[config.mk]
export PLATFORM = sky130hd
export DESIGN_NAME = sad_row_scheduler_flat
export DESIGN_NICKNAME = d
export VERILOG_FILES = /design/src/rtl/sad_row_scheduler_if.sv /design/src/rtl/sad_row_scheduler.sv /design/src/flat_wrapper.sv
export SDC_FILE = /design/constraint.sdc
export NUM_CORES = 1
export LEC_CHECK = 0
export BUFFER_PORTS_ARGS = -buffer_cell sky130_fd_sc_hd__buf_2
export CORE_ASPECT_RATIO = 1.2
export CORE_MARGIN = 3
export CORE_UTILIZATION = 28
export CTS_BUF_LIST = sky130_fd_sc_hd__clkbuf_8
export CTS_CLUSTER_SIZE = 10
export DETAILED_ROUTE_END_ITERATION = 12
export PLACE_DENSITY = 0.51
export REMOVE_ABC_BUFFERS = 1
export SLEW_MARGIN = 30
export SYNTH_ARGS = -nofsm -noshare
export SYNTH_HDL_FRONTEND = slang
export SYNTH_SLANG_ARGS = --single-unit
[constraint.sdc]
create_clock -name clk -period 6.1 [get_ports clk]
set_input_delay 1.22 -clock clk [delete_from_list [all_inputs] [get_ports clk]]
set_output_delay 1.22 -clock clk [all_outputs]
set_load 0.01 [all_outputs]
[src/rtl/sad_row_scheduler_if.sv]
// rtl/sad_row_scheduler_if.sv - control, row stream and result bundle for the SAD row scheduler
interface sad_row_scheduler_if #(
    parameter int PIX_W = 8,
    parameter int LANES = 8,
    parameter int SAD_W = 16
);
    logic                   start;
    logic [4:0]             rows;
    logic                   abort;
    logic                   in_valid;
    logic                   in_ready;
    logic [LANES*PIX_W-1:0] cur_pix;
    logic [LANES*PIX_W-1:0] ref_pix;
    logic [SAD_W-1:0]       sad;
    logic                   sad_valid;
    logic                   sad_ready;
    logic                   busy;
    logic                   err;

    modport master (
        output start, rows, abort, in_valid, cur_pix, ref_pix, sad_ready,
        input  in_ready, sad, sad_valid, busy, err
    );

    modport slave (
        input  start, rows, abort, in_valid, cur_pix, ref_pix, sad_ready,
        output in_ready, sad, sad_valid, busy, err
    );
endinterface

[src/rtl/sad_row_scheduler.sv]
// rtl/sad_row_scheduler.sv - block SAD accumulator: 3-stage row pipeline under an IDLE/RUN/DRAIN/DONE scheduler
module sad_row_scheduler #(
    parameter int PIX_W = 8,
    parameter int LANES = 8,
    parameter int SAD_W = 16
) (
    input  logic                 clk,
    input  logic                 rst_n,
    sad_row_scheduler_if.slave   bus
);
    localparam int ROW_W = PIX_W + 3;

    typedef enum logic [1:0] {IDLE, RUN, DRAIN, DONE} state_t;

    state_t             state, state_next;
    logic [4:0]         rows_lat;
    logic [4:0]         row_cnt;
    logic               drain_cnt;
    logic               rows_ok;
    logic               start_ok;
    logic               accept;
    logic               last_accept;
    logic               clear;
    logic               in_ready_c;
    logic               busy_c;
    logic               sad_valid_c;
    logic [SAD_W-1:0]   sad_c;
    logic               err_q;

    logic [PIX_W-1:0]   diff_d [LANES];
    logic [PIX_W-1:0]   diff_q [LANES];
    logic               s1_valid;
    logic [ROW_W-1:0]   row_sum;
    logic [ROW_W-1:0]   row_sum_q;
    logic               s2_valid;
    logic [SAD_W-1:0]   acc;

    assign rows_ok     = (bus.rows != 5'd0) && (bus.rows <= 5'd16);
    assign start_ok    = (state == IDLE) && bus.start && rows_ok;
    // abort wins over a row offered in the same cycle
    assign accept      = (state == RUN) && bus.in_valid && !bus.abort;
    assign last_accept = accept && ((row_cnt + 5'd1) == rows_lat);
    assign clear       = (state != IDLE) && bus.abort;

    // absolute difference per lane, unsigned
    for (genvar i = 0; i < LANES; i++) begin : g_lane
        logic [PIX_W-1:0] c, r;
        assign c = bus.cur_pix[i*PIX_W +: PIX_W];
        assign r = bus.ref_pix[i*PIX_W +: PIX_W];
        assign diff_d[i] = (c >= r) ? (c - r) : (r - c);
    end

    // one 3:2 carry-save cell across every bit column; carries fit because the true sum fits ROW_W
    function automatic logic [2*ROW_W-1:0] csa(input logic [ROW_W-1:0] a,
                                               input logic [ROW_W-1:0] b,
                                               input logic [ROW_W-1:0] c);
        logic [ROW_W-1:0] s, cy;
        s  = a ^ b ^ c;
        cy = ((a & b) | (a & c) | (b & c)) << 1;
        return {cy, s};
    endfunction

    // 8:2 compression of the registered differences, then a single carry-propagate add
    always_comb begin
        logic [ROW_W-1:0] op [8];
        logic [2*ROW_W-1:0] l1a, l1b, l2a, l2b, l3, l4;
        for (int i = 0; i < 8; i++) begin
            op[i] = ROW_W'(diff_q[i]);
        end
        l1a = csa(op[0], op[1], op[2]);
        l1b = csa(op[3], op[4], op[5]);
        l2a = csa(l1a[ROW_W-1:0], l1a[2*ROW_W-1:ROW_W], l1b[ROW_W-1:0]);
        l2b = csa(l1b[2*ROW_W-1:ROW_W], op[6], op[7]);
        l3  = csa(l2a[ROW_W-1:0], l2a[2*ROW_W-1:ROW_W], l2b[ROW_W-1:0]);
        l4  = csa(l3[ROW_W-1:0], l3[2*ROW_W-1:ROW_W], l2b[2*ROW_W-1:ROW_W]);
        row_sum = l4[ROW_W-1:0] + l4[2*ROW_W-1:ROW_W];
    end

    // state register
    always_ff @(posedge clk or negedge rst_n) begin
        if (!rst_n) state <= IDLE;
        else        state <= state_next;
    end

    // next-state and status outputs
    always_comb begin
        state_next  = state;
        in_ready_c  = 1'b0;
        busy_c      = 1'b1;
        sad_valid_c = 1'b0;
        sad_c       = '0;
        case (state)
            IDLE: begin
                busy_c = 1'b0;
                if (start_ok) state_next = RUN;
            end
            RUN: begin
                in_ready_c = 1'b1;
                if (bus.abort)        state_next = IDLE;
                else if (last_accept) state_next = DRAIN;
            end
            DRAIN: begin
                if (bus.abort)      state_next = IDLE;
                else if (drain_cnt) state_next = DONE;
            end
            DONE: begin
                sad_valid_c = 1'b1;
                sad_c       = acc;
                if (bus.abort || bus.sad_ready) state_next = IDLE;
            end
            default: state_next = IDLE;
        endcase
    end

    assign bus.in_ready  = in_ready_c;
    assign bus.busy      = busy_c;
    assign bus.sad_valid = sad_valid_c;
    assign bus.sad       = sad_c;
    assign bus.err       = err_q;

    // block bookkeeping: latched row count, accepted rows, drain timer, illegal-start pulse
    always_ff @(posedge clk or negedge rst_n) begin
        if (!rst_n) begin
            rows_lat  <= '0;
            row_cnt   <= '0;
            drain_cnt <= 1'b0;
            err_q     <= 1'b0;
        end else begin
            err_q     <= (state == IDLE) && bus.start && !rows_ok;
            drain_cnt <= (state == DRAIN) ? ~drain_cnt : 1'b0;
            if (start_ok) rows_lat <= bus.rows;
            if (clear || start_ok) row_cnt <= '0;
            else if (accept)       row_cnt <= row_cnt + 5'd1;
        end
    end

    // stage 1: lane differences
    always_ff @(posedge clk or negedge rst_n) begin
        if (!rst_n) begin
            s1_valid <= 1'b0;
            for (int i = 0; i < LANES; i++) diff_q[i] <= '0;
        end else begin
            s1_valid <= accept;
            if (accept) begin
                for (int i = 0; i < LANES; i++) diff_q[i] <= diff_d[i];
            end
        end
    end

    // stage 2: row sum
    always_ff @(posedge clk or negedge rst_n) begin
        if (!rst_n) begin
            s2_valid  <= 1'b0;
            row_sum_q <= '0;
        end else begin
            s2_valid <= s1_valid && !clear;
            if (s1_valid) row_sum_q <= row_sum;
        end
    end

    // stage 3: wrapping accumulator
    always_ff @(posedge clk or negedge rst_n) begin
        if (!rst_n)                acc <= '0;
        else if (clear || start_ok) acc <= '0;
        else if (s2_valid)         acc <= acc + SAD_W'(row_sum_q);
    end
endmodule

[src/flat_wrapper.sv]
// flat-port wrapper written by rule: the top's interface ports become plain ports
module sad_row_scheduler_flat 
#(
    parameter int PIX_W = 8,
    parameter int LANES = 8,
    parameter int SAD_W = 16
)
  (clk, rst_n, bus_start, bus_rows, bus_abort, bus_in_valid, bus_cur_pix, bus_ref_pix, bus_sad_ready, bus_in_ready, bus_sad, bus_sad_valid, bus_busy, bus_err);
  sad_row_scheduler_if #(.PIX_W(PIX_W), .LANES(LANES), .SAD_W(SAD_W)) bus_i ();
  input  logic clk;
  input  logic rst_n;
  input wire logic [$bits(bus_i.start)-1:0] bus_start;
  input wire logic [$bits(bus_i.rows)-1:0] bus_rows;
  input wire logic [$bits(bus_i.abort)-1:0] bus_abort;
  input wire logic [$bits(bus_i.in_valid)-1:0] bus_in_valid;
  input wire logic [$bits(bus_i.cur_pix)-1:0] bus_cur_pix;
  input wire logic [$bits(bus_i.ref_pix)-1:0] bus_ref_pix;
  input wire logic [$bits(bus_i.sad_ready)-1:0] bus_sad_ready;
  output wire logic [$bits(bus_i.in_ready)-1:0] bus_in_ready;
  output wire logic [$bits(bus_i.sad)-1:0] bus_sad;
  output wire logic [$bits(bus_i.sad_valid)-1:0] bus_sad_valid;
  output wire logic [$bits(bus_i.busy)-1:0] bus_busy;
  output wire logic [$bits(bus_i.err)-1:0] bus_err;
  assign bus_i.start = bus_start;
  assign bus_i.rows = bus_rows;
  assign bus_i.abort = bus_abort;
  assign bus_i.in_valid = bus_in_valid;
  assign bus_i.cur_pix = bus_cur_pix;
  assign bus_i.ref_pix = bus_ref_pix;
  assign bus_i.sad_ready = bus_sad_ready;
  assign bus_in_ready = bus_i.in_ready;
  assign bus_sad = bus_i.sad;
  assign bus_sad_valid = bus_i.sad_valid;
  assign bus_busy = bus_i.busy;
  assign bus_err = bus_i.err;
  sad_row_scheduler #(.PIX_W(PIX_W), .LANES(LANES), .SAD_W(SAD_W)) u_core (.clk(clk), .rst_n(rst_n), .bus(bus_i));
endmodule
**Word level (Yosys, flattened, before mapping)**

Index checks and enable logic that the tools add are counted.

- Output and inout bits: 20
- Bits of input ports: 139
- Register bits after elaboration: 107
- Logic and storage cells: 140

- Bitwise gates (word level): 43
- Equality and inequality tests: 8
- Add/sub/neg operators: 19
- $lt $le $gt $ge: 9
- Multiplexer cells: 24
- Reduce and logical (&&, ||, !) cells: 20

Operators with widths:

| cell | number |
|---|---|
| subtractor 8 bit | 16 |
| AND 10 bit | 9 |
| bitwise OR 10 bit | 9 |
| XOR 11 bit | 6 |
| greater-or-equal comparator 8 bit | 8 |
| 2-to-1 mux 8 bit | 8 |
| AND 8 bit | 7 |
| 2-to-1 mux 16 bit | 3 |
| XOR 8 bit | 4 |
| bitwise OR 10 x 8 -> 10 bit | 3 |
| XOR 11 x 8 -> 11 bit | 2 |
| AND 10 x 8 -> 10 bit | 2 |
| adder 16 x 11 -> 16 bit | 1 |
| 2-to-1 mux 2 bit | 6 |
| adder 11 bit | 1 |
| 2-to-1 mux 5 bit | 2 |
| logical AND 1 bit | 9 |
| one-hot mux 2 bit (4 select lines) | 1 |
| inequality test 3 x 2 -> 1 bit (second input constant) | 2 |
| nonzero test 2 bit | 3 |
| adder 5 x 1 -> 5 bit (second input constant) | 1 |
| == test 5 bit | 1 |
| <= comparator 5 bit (second input constant) | 1 |
| nonzero test 5 bit | 1 |
| other kinds (9) | 17 |

**Longest topological paths before layout**

Gate-level depths: netlist (run 1).

- Depth in word-level cells: 13
- Mapped depth: 17
- Depth with buffers taken out: 17

**Worst setup path after synthesis (run 1)**

Ideal clock, no wire load.

- Kind: reg-to-reg
- From: register u_core.diff_q[18] (netlist name)
- To: register u_core.row_sum_q[8]
- Period minus slack after synthesis: 4191 ps
- Data required time: 5975 ps
- Slack: 1909 ps
- Arrival time: 4067 ps
- Cell stages (with the launch flop): 17
- Buffers on the path: 0
- Library setup time: 125 ps
- Path through: dfrtp_1 -> fa_1 -> inv_1 -> fa_1 -> inv_1 -> fa_1 -> inv_1 -> fa_1 -> inv_1 -> ha_1 -> fa_1 -> a21o_1 -> a21oi_1 -> o21bai_1 -> a21oi_1 -> xnor2_1 -> mux2_2

- Longest elaborated chain between the ends: 12

Ends and longest elaborated chain:

| element | RTL line | text |
|---|---|---|
| start: declaration | sad_row_scheduler.sv:31 | `logic [PIX_W-1:0] diff_q [LANES];` |
| AND 8 bit | sad_row_scheduler.sv:59 | `cy = ((a & b) \| (a & c) \| (b & c)) << 1;` |
| bitwise OR 10 bit | sad_row_scheduler.sv:59 |  |
| bitwise OR 10 x 8 -> 10 bit | sad_row_scheduler.sv:59 |  |
| XOR 11 x 8 -> 11 bit (2 in a row) | sad_row_scheduler.sv:58 | `s = a ^ b ^ c;` |
| AND 10 bit | sad_row_scheduler.sv:59 |  |
| bitwise OR 10 bit (2 in a row) | sad_row_scheduler.sv:59 |  |
| AND 10 bit | sad_row_scheduler.sv:59 |  |
| bitwise OR 10 bit (2 in a row) | sad_row_scheduler.sv:59 |  |
| adder 11 bit * | sad_row_scheduler.sv:76 | `row_sum = l4[ROW_W-1:0] + l4[2*ROW_W-1:ROW_W];` |
| end signal: assignment | sad_row_scheduler.sv:157 | `if (s1_valid) row_sum_q <= row_sum;` |
| end: declaration | sad_row_scheduler.sv:34 | `logic [ROW_W-1:0] row_sum_q;` |

Mark *: on every way between the ends. The rest lies on a longest branch, timed or not.
A chain may end at the register's enable or synchronous reset.

**Final worst setup path (run 1)**

- From: register u_core.diff_q[18] (netlist name)
- To: register u_core.row_sum_q[10]

The elaborated chain is that of the path after synthesis.

==> impl_metrics.json, run 1 <==
{
  "status": "completed",
  "cts.hold.buffers_added": 0,
  "grt_max_degree": 71,
  "die_w_um": 191.6,
  "ys_seq_area_share_pct": 23.13,
  "cellPowerDensity_nw_per_um2": 620.9,
  "cp_top_family": "adder cells",
  "grt.overflow.total": 0,
  "drt_iter0_drc": 273,
  "max_freq_mhz": 225.1,
  "maxCapViolCount": 0,
  "crit_fanout": 2,
  "fill_cells": 4354,
  "path_clk_slew_ns": 0.11,
  "drv_slew": 0,
  "worstPathRequired_ns": 6.36,
  "end_kind": "register",
  "drive_gt1_share_pct": 14.45,
  "post_cts_resize_count": 0,
  "grt_pass1_wl_um": 48310,
  "vdd_drop_max_mv": 0.5889,
  "synth_edf_count": 0,
  "path_class": "reg -> reg",
  "io-pin-count": 159,
  "worstPathArrival_ns": 4.70,
  "r2r_slack_ns": 1.66,
  "final_antenna_net_count": 0,
  "finalSetupViolCount": 0,
  "clock_path_buffers": 2,
  "clock-sinks": 107,
  "dpl.hpwl_um": 24380,
  "hold_class": "reg -> reg",
  "rsz0062_at_grt": "no",
  "min_path_cells": 1,
  "start_kind": "register",
  "min_from": "u_core.drain_cnt",
  "first_pass_iters": 5,
  "crit-reg2reg-capture": "u_core.row_sum_q[10]",
  "period_minus_slack_ns": 4.442,
  "cts-root-buf": "clkbuf_8",
  "areaGrowthSynthToFinish_pct": 13.61,
  "worst_clock_skew_ns": 0.01296,
  "worstReg2RegStart": "u_core.diff_q[18]",
  "postLayoutSetupSlackWorst_ns": 1.658,
  "slew_headroom_pct": 44.22,
  "cts_setup_buffers": 0,
  "syn_inst": 1334,
  "power_leakage_nw": 6.820,
  "async_flop_share_pct": 100.0,
  "drt-wirelength-per-cell_um": 14.42,
  "avgViaCountPerCell": 4.673,
  "max_stage_delay_ns": 0.56,
  "dp_slack_ns": 1.657,
  "rows": 81,
  "syn_area_per_cell_um2": 8.680,
  "cpMaxStageDelayCell": "fa_1",
  "timing_hold_violations_final": 0,
  "grt_pass1_vias": 9635,
  "initial_core_util_pct": 28.35,
  "ys_seq_elements": 107,
  "grt_use_total_pct": 13.45,
  "cpMostUsedCell": "fa_1",
  "cts_tree": "done",
  "core_um2": 40840,
  "drc": 0,
  "reg2regPathDepth": 17,
  "gp_congestion": 0.8375,
  "die_area_um2": 43840,
  "clock_latency_ns": 0.39,
  "finalSetupTns_ns": 0,
  "synth_flop_cell": "dfrtp_1",
  "synth_cell_types": 69,
  "yosysWarnings": 0,
  "htreeDepth": 3,
  "cts_buffers": 9,
  "dieHeight_um": 228.8,
  "synth.cell_area_um2": 11580,
  "io_buffers": 158,
  "min_to": "u_core.drain_cnt",
  "final_nets": 1822,
  "num_vias": 9445,
  "tightest_slew_ns": 0.8367,
  "crit_buf_inv": 4,
  "grt_antenna_before_repair": 1,
  "period_share_pct": 72.82,
  "wl_um": 29150,
  "cp_cell_sequence": "fa_1 > inv_1 > fa_1 > inv_1 > fa_1 > inv_1 > fa_1 > inv_1 > ha_1 > fa_1 > a21o_1 > a21oi_1 > o21bai_1 > a21oi_1 > o21ai_0 > a21oi_1 > a21oi_1"
}
## synth_stat cells (5+ instances only)
library cell / n / area [um^2]
nor2b_1: 20 / 125.1
dfrtp_1: 107 / 2678
and2_1: 10 / 62.56
o211ai_1: 11 / 82.58
ha_1: 143 / 1789
a221o_1: 5 / 50.05
mux2_1: 5 / 56.30
or2_2: 5 / 31.28
a41oi_1: 5 / 43.79
a21oi_1: 69 / 345.3
nor2_1: 45 / 168.9
a31oi_1: 12 / 75.07
mux2_2: 15 / 168.9
a22oi_1: 7 / 52.55
o21ai_1: 62 / 310.3
a21boi_0: 7 / 52.55
nand4_1: 10 / 62.56
inv_1: 241 / 904.6
xor2_1: 19 / 166.4
a21o_1: 25 / 187.7
and3_1: 27 / 168.9
o21ai_0: 47 / 235.2
buf_1: 7 / 26.28
nor3_1: 14 / 70.07
clkbuf_1: 16 / 60.06
a31o_1: 6 / 52.55
o21a_1: 14 / 105.1
mux2i_1: 32 / 320.3
nand2b_1: 17 / 106.4
buf_2: 8 / 40.04
xnor2_1: 41 / 359.1
o31ai_1: 7 / 52.55
a211oi_1: 8 / 60.06
o31a_1: 5 / 43.79
nand3_1: 15 / 75.07
fa_1: 64 / 1281
nand3b_1: 7 / 52.55
nand2_1: 105 / 394.1
## through the flow
| stage | power (W) | hold WS (ns) | cell area (um^2) | utilization [%] | instances |
|---|---|---|---|---|---|
| 6_report | 0.008167 | 0.4410 | 13150 | 32.21 | 2021 |
| 5_1_grt | 0.009421 | 0.4749 | 13150 | 32.20 | 2020 |
| 4_1_cts | 0.008343 | 0.4469 | 13150 | 32.20 | 2020 |
| 3_5_place_dp | 0.007803 | 0.4322 | 12950 | 31.71 | 2004 |
| 3_3_place_gp | 0.007714 | 0.4285 | 12950 | 31.71 | 2004 |
| 2_1_floorplan | 0.006255 | 0.4076 | 11450 | - | 1303 |
## final cells by class
type | count | area (um^2) | share of cell area [%]
tap | 539 | 674.4 | 5.127
clock buffer | 10 | 137.6 | 1.046
sequential | 107 | 2678 | 20.36
multi-input combinational | 955 | 7870 | 59.83
clock inverter | 6 | 63.81 | 0.4851
antenna | 1 | 2.502 | 0.01902
inverter | 241 | 904.6 | 6.877
timing repair buffer | 162 | 823.3 | 6.259
## kinds of logic after synthesis
| logic type | after synthesis | share of synthesized area (%) |
|---|---|---|
| compound gates | 334 | 18.84 |
| xor+xnor | 60 | 4.539 |
| fa+ha+maj | 207 | 26.52 |
| buf+inv | 272 | 8.904 |
| flops | 107 | 23.13 |
| mux | 54 | 4.971 |
| simple gates | 300 | 13.11 |
## worst max-delay path by stage
stage	startpoint	to	slack, ns	cells after the start
3_5_place_dp	u_core.diff_q[18]	u_core.row_sum_q[10]	1.66	17
4_1_cts	u_core.diff_q[18]	u_core.row_sum_q[10]	1.61	17
3_3_place_gp	u_core.diff_q[18]	u_core.row_sum_q[10]	1.73	17
2_1_floorplan	bus_in_valid	u_core.diff_q[39]	0.78	5
5_1_grt	u_core.diff_q[18]	u_core.row_sum_q[8]	1.42	16
6_report	u_core.diff_q[18]	u_core.row_sum_q[10]	1.66	17
## placed cells by master, fill, tap and decap left out, drive strengths merged, types with 10 or more instances in the layout
master	n
nor2	47
clkbuf	10
fa	64
nand2	105
xor2	19
nand3	15
o211ai	11
ha	143
mux2i	32
a21oi	70
o21ai	111
nor3	14
dfrtp	107
and3	27
buf	162
nand4	10
nor2b	22
nand2b	17
xnor2	41
inv	243
and2	10
mux2	22
a31oi	14
o21a	14
a21o	27
## power by group
group	leakage [nW]	internal, W	switching [W]
clock	0.104	0.000202	0.000264
combinational	5.35	0.00306	0.00345
sequential	1.36	0.000983	0.000210
total	6.82	0.00424	0.00393
## flip-flops by register name, indices dropped and copies added, names as in the netlist
name / flops
u_core.state: 2
u_core.diff_q: 64
u_core.drain_cnt: 1
u_core.s1_valid: 1
u_core.s2_valid: 1
u_core.row_cnt: 5
u_core.bus.err: 1
u_core.rows_lat: 5
u_core.row_sum_q: 11
u_core.acc: 16
## layer usage
layer	GRT usage [%]	share of wire, %	wire, um	up-vias
li1	-	-	-	4783
met1	17.10	44	12940	4487
met2	24.01	51	14720	145
met3	1.657	3.1	904	30
met4	3.349	2.0	584	0
met5	0	0	0	-
No activity file was read; power rests on OpenSTA's default activity.
==> inputs of run 2 (changes only) <==
Clock period 6.1 ns to 4.2 ns, I/O delays scaled along.
==> impl_metrics.json, run 2 (synthesis gave the netlist of run 1 again) <==
{
  "status": "complete, but fails checks",
  "violations": "setup timing",
  "worstPathRequired_ns": 4.48,
  "top_regs": "u_core.diff_q (64), u_core.acc (16), u_core.row_sum_q (11)",
  "drv_slew": 0,
  "final_nets": 1828,
  "cts_tree": "done",
  "grt.overflow.total": 0,
  "num_vias": 9408,
  "cp_cell_sequence": "fa_1 > inv_2 > fa_1 > inv_1 > fa_1 > inv_1 > fa_1 > inv_1 > ha_2 > fa_2 > a21o_1 > a21oi_2 > o21bai_1 > a21oi_2 > xnor2_1 > mux2_4",
  "max_stage_delay_ns": 0.55,
  "drc": 0,
  "drt_iter0_drc": 418,
  "cellPowerDensity_nw_per_um2": 997.6,
  "timing_hold_violations_final": 0,
  "avgViaCountPerCell": 4.644,
  "grt_pass1_vias": 9641,
  "fill_cells": 4300,
  "grt_antenna_before_repair": 0,
  "io_buffers": 158,
  "p_int_w": 0.006835,
  "end_kind": "register",
  "cpMaxStageDelayCell": "fa_1",
  "die_w_um": 191.6,
  "clock_path_buffers": 2,
  "io-pin-count": 159,
  "clock_latency_ns": 0.40,
  "cpMostUsedCell": "fa_1",
  "dieHeight_um": 228.8,
  "period_share_pct": 100.5,
  "path_class": "reg -> reg",
  "swShare_pct": 48.14,
  "maxCapViolCount": 0,
  "drive_gt1_share_pct": 15.33,
  "hold_class": "in -> async",
  "combPwrFrac_pct": 82.3,
  "crit_fanout": 2,
  "worstReg2RegStart": "u_core.diff_q[18]",
  "core_um2": 40840,
  "rows": 81,
  "htreeDepth": 3,
  "crit-reg2reg-capture": "u_core.row_sum_q[8]",
  "postLayoutSetupSlackWorst_ns": -0.02011,
  "stdcell_count": 2026,
  "first_pass_iters": 4,
  "largest_reg_flops": 64,
  "path_clk_slew_ns": 0.12,
  "drt-wirelength-per-cell_um": 14.47,
  "rsz0062_at_grt": "yes",
  "antenna_cells": 0,
  "place_inst": 2009,
  "vdd_drop_max_mv": 1.595,
  "p_seq_share_pct": 13.1,
  "clock_power_share_pct": 4.6,
  "mostFrequentLayoutCell": "inv_1",
  "placed_area_um2": 13000,
  "die_area_um2": 43840,
  "cts-root-buf": "clkbuf_8",
  "regMostFlops": "u_core.diff_q",
  "grt_pass1_wl_um": 48390,
  "fin_util_pct": 32.35,
  "whs_ns": 0.4341,
  "grt_use_total_pct": 13.50,
  "power_w": 0.01318,
  "r2r_slack_ns": -0.02,
  "layout_common_cells": "240 x inv_1, 157 x buf_2, 142 x ha_1, 107 x dfrtp_1, 105 x nand2_1",
  "max_freq_mhz": 237.0,
  "reg2regPathDepth": 16,
  "tightest_slew_ns": 0.7526,
  "slew_headroom_pct": 49.82,
  "fin_area_um2": 13210,
  "areaGrowthSynthToFinish_pct": 14.10,
  "wl_um": 29320,
  "period_minus_slack_ns": 4.220,
  "worstPathArrival_ns": 4.50,
  "gp_congestion": 0.8472,
  "dpl.hpwl_um": 24490,
  "p_sw_w": 0.006344,
  "worst_clock_skew_ns": 0.01563,
  "final_antenna_net_count": 0,
  "finalSetupViolCount": 2,
  "cts_buffers": 9,
  "clock-sinks": 107,
  "power_leakage_nw": 6.839,
  "start_kind": "register",
  "initial_core_util_pct": 28.35,
  "grt_max_degree": 118,
  "cts.hold.buffers_added": 0
}
==> run 2: repair_timing <==
item                       CTS  global route
pin swaps                    5             4
buffers inserted             1             0
resized for setup            8             2
setup endpoints to repair    3             5
==> run 2: how the worst max path moves through the flow <==
stage                                 to         startpoint  depth (start not counted)
floorplan              u_core.diff_q[39]       bus_in_valid                          5
global placement    u_core.row_sum_q[10]  u_core.diff_q[18]                         17
detailed placement   u_core.row_sum_q[8]  u_core.diff_q[18]                         16
CTS                  u_core.row_sum_q[8]  u_core.diff_q[18]                         16
global route         u_core.row_sum_q[8]  u_core.diff_q[18]                         16
finish               u_core.row_sum_q[8]  u_core.diff_q[18]                         16
==> run 2: area by class of cell <==
cell class / instances / area, um^2 / area share [%]
multi-input combinational: 955 / 7898 / 59.78
timing repair buffer: 168 / 880.8 / 6.667
clock inverter: 7 / 52.55 / 0.3978
inverter: 241 / 904.6 / 6.847
sequential: 107 / 2678 / 20.27
clock buffer: 9 / 123.9 / 0.9376
tap: 539 / 674.4 / 5.105
==> run 2: worst max-delay path: cells and delay by family (launching register included) <==
family	cells	cell delay, ns
buffers and inverters	4	0.19
adders and majority gates	6	2.54
muxes	1	0.25
xor gates and xnor gates	1	0.09
DFF	1	0.42
AOI/OAI and AO/OA	4	0.61
==> run 2: through the flow <==
step                      TNS [ns]  worst slack, ns
after floorplan             -11.99          -0.7429
after detailed placement   -0.3901          -0.1704
after CTS                 -0.01234         -0.01234
after global placement     -0.2239          -0.1165
after global routing       -0.4489          -0.1589
final                     -0.02406         -0.02011
==> run 2: layer usage <==
metal | wire (um) | global-route usage (%) | share of wire (%) | vias to the layer above
li1 | - | - | - | 4800
met1 | 13280 | 17.17 | 45 | 4451
met2 | 14940 | 24.51 | 51 | 132
met3 | 760 | 1.672 | 2.6 | 25
met4 | 337 | 2.478 | 1.1 | 0
met5 | 0 | 0 | 0 | -
==> run 2: power groups by stage <==
stage / Clock [W] / Combinational (W) / Sequential, W
floorplan: 0 / 0.00742 / 0.00166
global placement: 0 / 0.00990 / 0.00175
detailed placement: 0 / 0.0101 / 0.00177
CTS: 0.000638 / 0.0109 / 0.00174
global route: 0.000673 / 0.0122 / 0.00180
finish: 0.000606 / 0.0108 / 0.00173
